===== config.mk =====
export PLATFORM = sky130hd
export DESIGN_NAME = imem_fetch_arbiter
export DESIGN_NICKNAME = d
export VERILOG_FILES = /design/src/rtl/imem_fetch_arbiter.sv
export SDC_FILE = /design/constraint.sdc
export NUM_CORES = 1
export LEC_CHECK = 0
export ABC_CLOCK_PERIOD_IN_PS = 7450
export BUFFER_PORTS_ARGS = -buffer_cell sky130_fd_sc_hd__buf_2
export CORE_MARGIN = 4
export CORE_UTILIZATION = 45
export DETAILED_ROUTE_END_ITERATION = 7
export HOLD_SLACK_MARGIN = 0.08
export PLACE_DENSITY = 0.72
export RECOVER_POWER = 100
export SKIP_CTS_REPAIR_TIMING = 1
export SYNTH_ARGS = -nofsm -noshare
export SYNTH_HDL_FRONTEND = slang
export SYNTH_SLANG_ARGS = --single-unit

===== constraint.sdc =====
create_clock -name clock -period 7.45 [get_ports clock]
set_clock_uncertainty 0.1 [all_clocks]
set_input_delay 1.49 -clock clock [delete_from_list [all_inputs] [get_ports clock]]
set_output_delay 1.49 -clock clock [all_outputs]
set_load 0.01 [all_outputs]

===== src/rtl/imem_fetch_arbiter.sv =====
// imem_fetch_arbiter
// Shares one byte-wide, synchronous-read instruction RAM port between the CPU
// fetch path and the program loader.
//   - A fetch reads four consecutive bytes (a, a+1, a+2, a+3, wrapping) and
//     assembles them big-endian into one 32-bit instruction.
//   - A load writes one byte per grant at an auto-incrementing pointer.
// Ports:
//   clock, reset                    clock, asynchronous active-high reset
//   fetch_req/fetch_addr            fetch request and byte address
//   fetch_accept                    combinational grant of a fetch
//   fetch_busy                      fetch sequence in progress
//   fetch_valid/fetch_instruction   one-cycle completion pulse + result
//   load_start                      return the load pointer to 0
//   load_valid/load_byte            loader byte offer
//   load_ready                      combinational grant (byte written now)
//   mem_addr/mem_we/mem_wdata       RAM address, write enable, write data
//   mem_rdata                       RAM read data, one cycle after mem_addr
module imem_fetch_arbiter #(
  parameter int ADDR_WIDTH = 8
) (
  input  logic                  clock,
  input  logic                  reset,
  input  logic                  fetch_req,
  input  logic [31:0]           fetch_addr,
  output logic                  fetch_accept,
  output logic                  fetch_busy,
  output logic                  fetch_valid,
  output logic [31:0]           fetch_instruction,
  input  logic                  load_start,
  input  logic                  load_valid,
  input  logic [7:0]            load_byte,
  output logic                  load_ready,
  output logic [ADDR_WIDTH-1:0] mem_addr,
  output logic                  mem_we,
  output logic [7:0]            mem_wdata,
  input  logic [7:0]            mem_rdata
);

  typedef enum logic [1:0] {IDLE, RD, LAST} state_t;
  typedef enum logic {GRANT_FETCH, GRANT_LOAD} grant_t;

  state_t                state_reg, state_next;
  grant_t                last_grant_reg;
  logic [1:0]            cnt_reg;
  logic [ADDR_WIDTH-1:0] base_reg;
  logic [ADDR_WIDTH-1:0] load_ptr_reg;
  logic [7:0]            lane_reg [3];
  logic                  valid_reg;
  logic [31:0]           instr_reg;

  // Only the low address bits select a byte in this RAM.
  logic unused_addr_bits;
  assign unused_addr_bits = ^fetch_addr[31:ADDR_WIDTH];

  assign fetch_busy        = (state_reg != IDLE);
  assign fetch_valid       = valid_reg;
  assign fetch_instruction = instr_reg;
  assign mem_wdata         = load_byte;

  always_comb begin
    state_next   = state_reg;
    fetch_accept = 1'b0;
    load_ready   = 1'b0;
    mem_we       = 1'b0;
    mem_addr     = load_ptr_reg;
    case (state_reg)
      IDLE: begin
        // On a tie the requester that was not served last wins.
        if (fetch_req && (!load_valid || last_grant_reg == GRANT_LOAD)) begin
          fetch_accept = 1'b1;
          state_next   = RD;
        end else if (load_valid) begin
          load_ready = 1'b1;
          mem_we     = 1'b1;
        end
      end
      RD: begin
        mem_addr = base_reg + {{(ADDR_WIDTH-2){1'b0}}, cnt_reg};
        if (cnt_reg == 2'd3) state_next = LAST;
      end
      LAST: begin
        state_next = IDLE;
      end
      default: begin
        state_next = IDLE;
      end
    endcase
  end

  always_ff @(posedge clock or posedge reset) begin
    if (reset) begin
      state_reg      <= IDLE;
      cnt_reg        <= 2'd0;
      base_reg       <= '0;
      load_ptr_reg   <= '0;
      last_grant_reg <= GRANT_LOAD;
      valid_reg      <= 1'b0;
      instr_reg      <= 32'd0;
    end else begin
      state_reg <= state_next;
      valid_reg <= (state_reg == LAST);

      if (fetch_accept) begin
        base_reg       <= fetch_addr[ADDR_WIDTH-1:0];
        cnt_reg        <= 2'd0;
        last_grant_reg <= GRANT_FETCH;
      end else if (state_reg == RD) begin
        cnt_reg <= cnt_reg + 2'd1;
      end

      if (load_ready) last_grant_reg <= GRANT_LOAD;

      // A write granted alongside load_start already used the old pointer.
      if (load_start)      load_ptr_reg <= '0;
      else if (load_ready) load_ptr_reg <= load_ptr_reg + 1'b1;

      if (state_reg == LAST)
        instr_reg <= {lane_reg[0], lane_reg[1], lane_reg[2], mem_rdata};
    end
  end

  // Byte lanes for [31:24], [23:16], [15:8]. Read data lags the issued
  // address by one cycle, so lane gi fills on the edge where cnt == gi+1.
  for (genvar gi = 0; gi < 3; gi++) begin : g_lane
    always_ff @(posedge clock or posedge reset) begin
      if (reset)
        lane_reg[gi] <= 8'd0;
      else if (state_reg == RD && cnt_reg == 2'(gi + 1))
        lane_reg[gi] <= mem_rdata;
    end
  end

endmodule

# Yosys cells after proc, flatten, opt, wreduce, memory -nomap -nowiden
# Index checks and enable logic that the tools add are counted.
[totals]
in_bits = 53
word_cells = 47
reg_bits = 78
output_inout_bits = 53
[classes]
eq_ne = 7
add_sub_neg = 3
n_mux = 15
reduce_logical = 12
[ops]
columns = ["operator", "n"]
rows = [
  ["$mux W8", 3],
  ["$add A8 B1 Y8 const B", 1],
  ["$add A8 B2 Y8", 1],
  ["$mux W2", 4],
  ["$reduce_bool A2 Y1", 4],
  ["$mux W1", 7],
  ["$eq A2 B2 Y1 const B", 3],
  ["$eq A2 B1 Y1 const B", 2],
  ["$logic_and A1 B1 Y1", 4],
  ["$ne A2 B2 Y1 const B", 2],
  ["$pmux W2 S2", 1],
  ["$add A2 B1 Y2 const B", 1],
  ["$logic_not A2 Y1", 1],
  ["$reduce_and A2 Y1", 1],
  ["$logic_not A1 Y1", 1],
  ["$logic_or A1 B1 Y1", 1],
]

# Logic depth before layout (Yosys ltp)
[depth]
depth_word = 7
depth_mapped = 6
ltp_nobuf = 6

# Least setup slack after synthesis
# No wires, ideal clock.
[synth_timing]
path_kind = "input -> output"
start = "in load_valid"
end = "out mem_we"
arrival_time_ns = 2.358
setup_slack_ns = 3.502
cell_stages = 4
required_ns = 5.860
n_path_buf = 2
cell_sequence = "or3b_4 > buf_6 > nor2_1 > buf_4"
[synth_between]
elab_chain_cells = 5
word_cells_on_any_way = 6
cone_classes = "mux (3); reduce/logical (3)"
[synth_lines]
columns = ["item", "line", "rtl"]
rows = [
  ["start, declared", "30", "input logic load_valid,"],
  ["$logic_not A1 Y1", "69", "if (fetch_req && (!load_valid || last_grant_reg == GRANT_LOAD)) begin"],
  ["$logic_or A1 B1 Y1", "69", ""],
  ["$logic_and A1 B1 Y1", "69", ""],
  ["$mux W1 * (2 in a row)", "--", ""],
  ["end, declared", "34", "output logic mem_we,"],
]
# Every way passes the cells marked *; elsewhere a longest branch is shown, timed or not.

# Worst setup path in the final report
[layout_timing]
start = "in load_valid"
end = "out mem_we"
[layout_between]
elab_chain_cells = 5
word_cells_on_any_way = 6
cone_classes = "mux (3); reduce/logical (3)"
[layout_lines]
columns = ["item", "line", "rtl"]
rows = [
  ["$logic_not A1 Y1", "69", ""],
  ["$logic_or A1 B1 Y1", "69", ""],
  ["$logic_and A1 B1 Y1", "69", ""],
  ["$mux W1 *", "69", ""],
  ["$mux W1 *", "66", "case (state_reg)"],
]
# Marks and branches as above.

==> results.sh <==
export IMPL_outcome="finished with violations"
export IMPL_violations="max-capacitance violations, max-slew violations"
export IMPL_first_global_vias=2216
export IMPL_wire_per_inst_um=15.22
export IMPL_cts_tree="built"
export IMPL_syn_area_mm2=0.003438
export IMPL_synth_fp_nets=324
export IMPL_drv_slew=34
export IMPL_final_nets=383
export IMPL_async_reset_ff_share_pct=100.0
export IMPL_synth_top_area_share_pct=56.04
export IMPL_hold_path_class="reg2reg"
export IMPL_die_x_um=95.41
export IMPL_clk_pin_slew_ps=90
export IMPL_layout_drive_gt1_share_pct=31.71
export IMPL_antenna_found_initial=0
export IMPL_timing_final_ws_setup_ps=3360
export IMPL_syn2layout_area_growth_pct=13.28
export IMPL_drtAntennaViolNets=0
export IMPL_layout_common_cells="dfrtp_1, mux2_2, clkbuf_1, buf_2, nand2_1"
export IMPL_fmax_mhz=244.5
export IMPL_initial_core_util_pct=46.90
export IMPL_post_route_period_util_pct=54.90
export IMPL_place_gp_congestion=0.8203
export IMPL_yosysTopAreaCell="dfrtp_1"
export IMPL_maxSlewHeadroom_pct=-23.65
export IMPL_tightestPinTransition_ps=1855
export IMPL_coreArea_mm2=0.007331
export IMPL_ys_warn_count=0
export IMPL_drtIter0Drc=69
export IMPL_grt_ovfl_total=0
export IMPL_viasPerCell=5.232
export IMPL_start_kind="primary input"
export IMPL_post_route_min_period_ps=4090
export IMPL_setup_violations=0
export IMPL_layout_commonest_cell="dfrtp_1"
export IMPL_gr_usage_met2_pct=26.24
export IMPL_cp_max_fo=12
export IMPL_critical_path_required_ps=5860
export IMPL_drc=0
export IMPL_whs_path_depth=1
export IMPL_cts_path_max_buffers=2
export IMPL_largest_reg_flops=32
export IMPL_ir_drop_mv=0.1902
export IMPL_synthCells=264
export IMPL_grt_busiest_layer="met2"
export IMPL_regToRegSetupSlack_ps=4900
export IMPL_yosysSeqAreaShare_pct=56.80
export IMPL_dp_hpwl_um=4400
export IMPL_cts_sinks=78
export IMPL_num_vias=2234
export IMPL_drv_cap=1
export IMPL_row_count=31
export IMPL_synth_flop_cell="dfrtp_1"
export IMPL_track_usage_pct=15.65
export IMPL_r2r_cells=3
export IMPL_routed_wl_um=6498
export IMPL_rsz0062_at_grt="no"
export IMPL_postSynthAreaPerCell_um2=13.02
export IMPL_diodes=0
export IMPL_critPathArrivalTime_ps=2500
export IMPL_fin_tns_setup_ps=0
export IMPL_power_density_mw_per_mm2=421.3
export IMPL_design_die_area_mm2=0.009103
export IMPL_grt_util_met1_pct=18.58
export IMPL_grt_pass1_wl_um=10770
export IMPL_die_height_um=95.41
export IMPL_cts_buffers=9
export IMPL_insertion_delay_ps=340
export IMPL_synthTopCellsByArea="dfrtp_1, mux2_2, ha_1, buf_4, nand2_1"
export IMPL_use_met3_pct=5.051
export IMPL_critPathKind="in2out"
export IMPL_htreeDepth=3
export IMPL_synth_cell_types=36
export IMPL_crit_path_end_kind="output port"
export IMPL_p_leak_nw=1.663
export IMPL_ys_seq_elements=78
export IMPL_pre_cts_ws_ps=3360
export IMPL_dr_pass1_iters=4
export IMPL_grt_max_degree=79
export IMPL_cts_root_buf="clkbuf_8"
export IMPL_hold_viol=0
export IMPL_num_io_pins=106
export IMPL_synth_edf_count=0
export IMPL_io_buffer_count=65
[metal layers]
metal	share of wire [%]	wire (um)
met5	0	0
met4	1.5	95
met1	43	2763
met2	49	3182
met3	7.0	457
[critical path: stages]
cell,delay (ps)
clkbuf_1,130
or3b_1,530
nor2_1,180
clkbuf_1,170
[final timing paths]
| kind | from | end |
|---|---|---|
| min | lane_reg[7] | fetch_instruction[15] |
| min in group asynchronous | reset | base_reg[6] |
| max | load_valid | mem_we |
| min reg2reg | lane_reg[7] | fetch_instruction[15] |
| max in group asynchronous | reset | fetch_instruction[30] |
| max reg2reg | state_reg[0] | fetch_instruction[9] |
[stage by stage]
stage                     util, %  hold slack (ps)  total power [mW]  instances  cell area, um2
after floorplan                 -            375.0             1.174        264            3438
after CTS                   54.10            406.6             1.704        427            3966
final                       53.13            401.4             1.641        427            3895
after global routing        53.13            419.7             1.774        427            3895
after detailed placement    51.63            388.3             1.408        411            3785
after global placement      51.63            383.2             1.377        411            3785
[logic make-up after synthesis]
group,count (synthesis),share of synthesized area (%)
flops,78,56.81
mux,67,21.94
simple gates,55,9.025
buf+inv,29,4.548
compound gates,26,4.403
fa+ha+maj,7,2.766
xor+xnor,2,0.5096
[cell usage after synthesis, drive strengths merged (2+ instances only)]
| cell | n |
|---|---|
| clkbuf | 3 |
| nor2b | 4 |
| o31ai | 4 |
| or3 | 3 |
| dfrtp | 77 |
| nand3 | 4 |
| ha | 6 |
| a21oi | 7 |
| a31oi | 4 |
| or4 | 5 |
| or2b | 2 |
| mux2 | 67 |
| nand2b | 2 |
| or3b | 2 |
| xor2 | 2 |
| nand4 | 3 |
| nand2 | 15 |
| nor4 | 3 |
| inv | 10 |
| o21ai | 8 |
| buf | 16 |
| nor2 | 8 |
[power breakdown]
part           total [mW]  internal, mW  switching (mW)
Sequential          0.738         0.621           0.117
Clock               0.291         0.125           0.166
Combinational       0.612         0.294           0.318
Total                1.64          1.04           0.601
[area by class of cell]
class	instances	area, um2
inverter	10	38.79
clock inverter	7	57.56
fill	671	3436
clock buffer	9	123.9
multi-input combinational	157	1320
sequential	78	1953
tap	99	123.9
timing repair buffer	67	277.8
No activity file was read; power rests on OpenSTA's default activity.
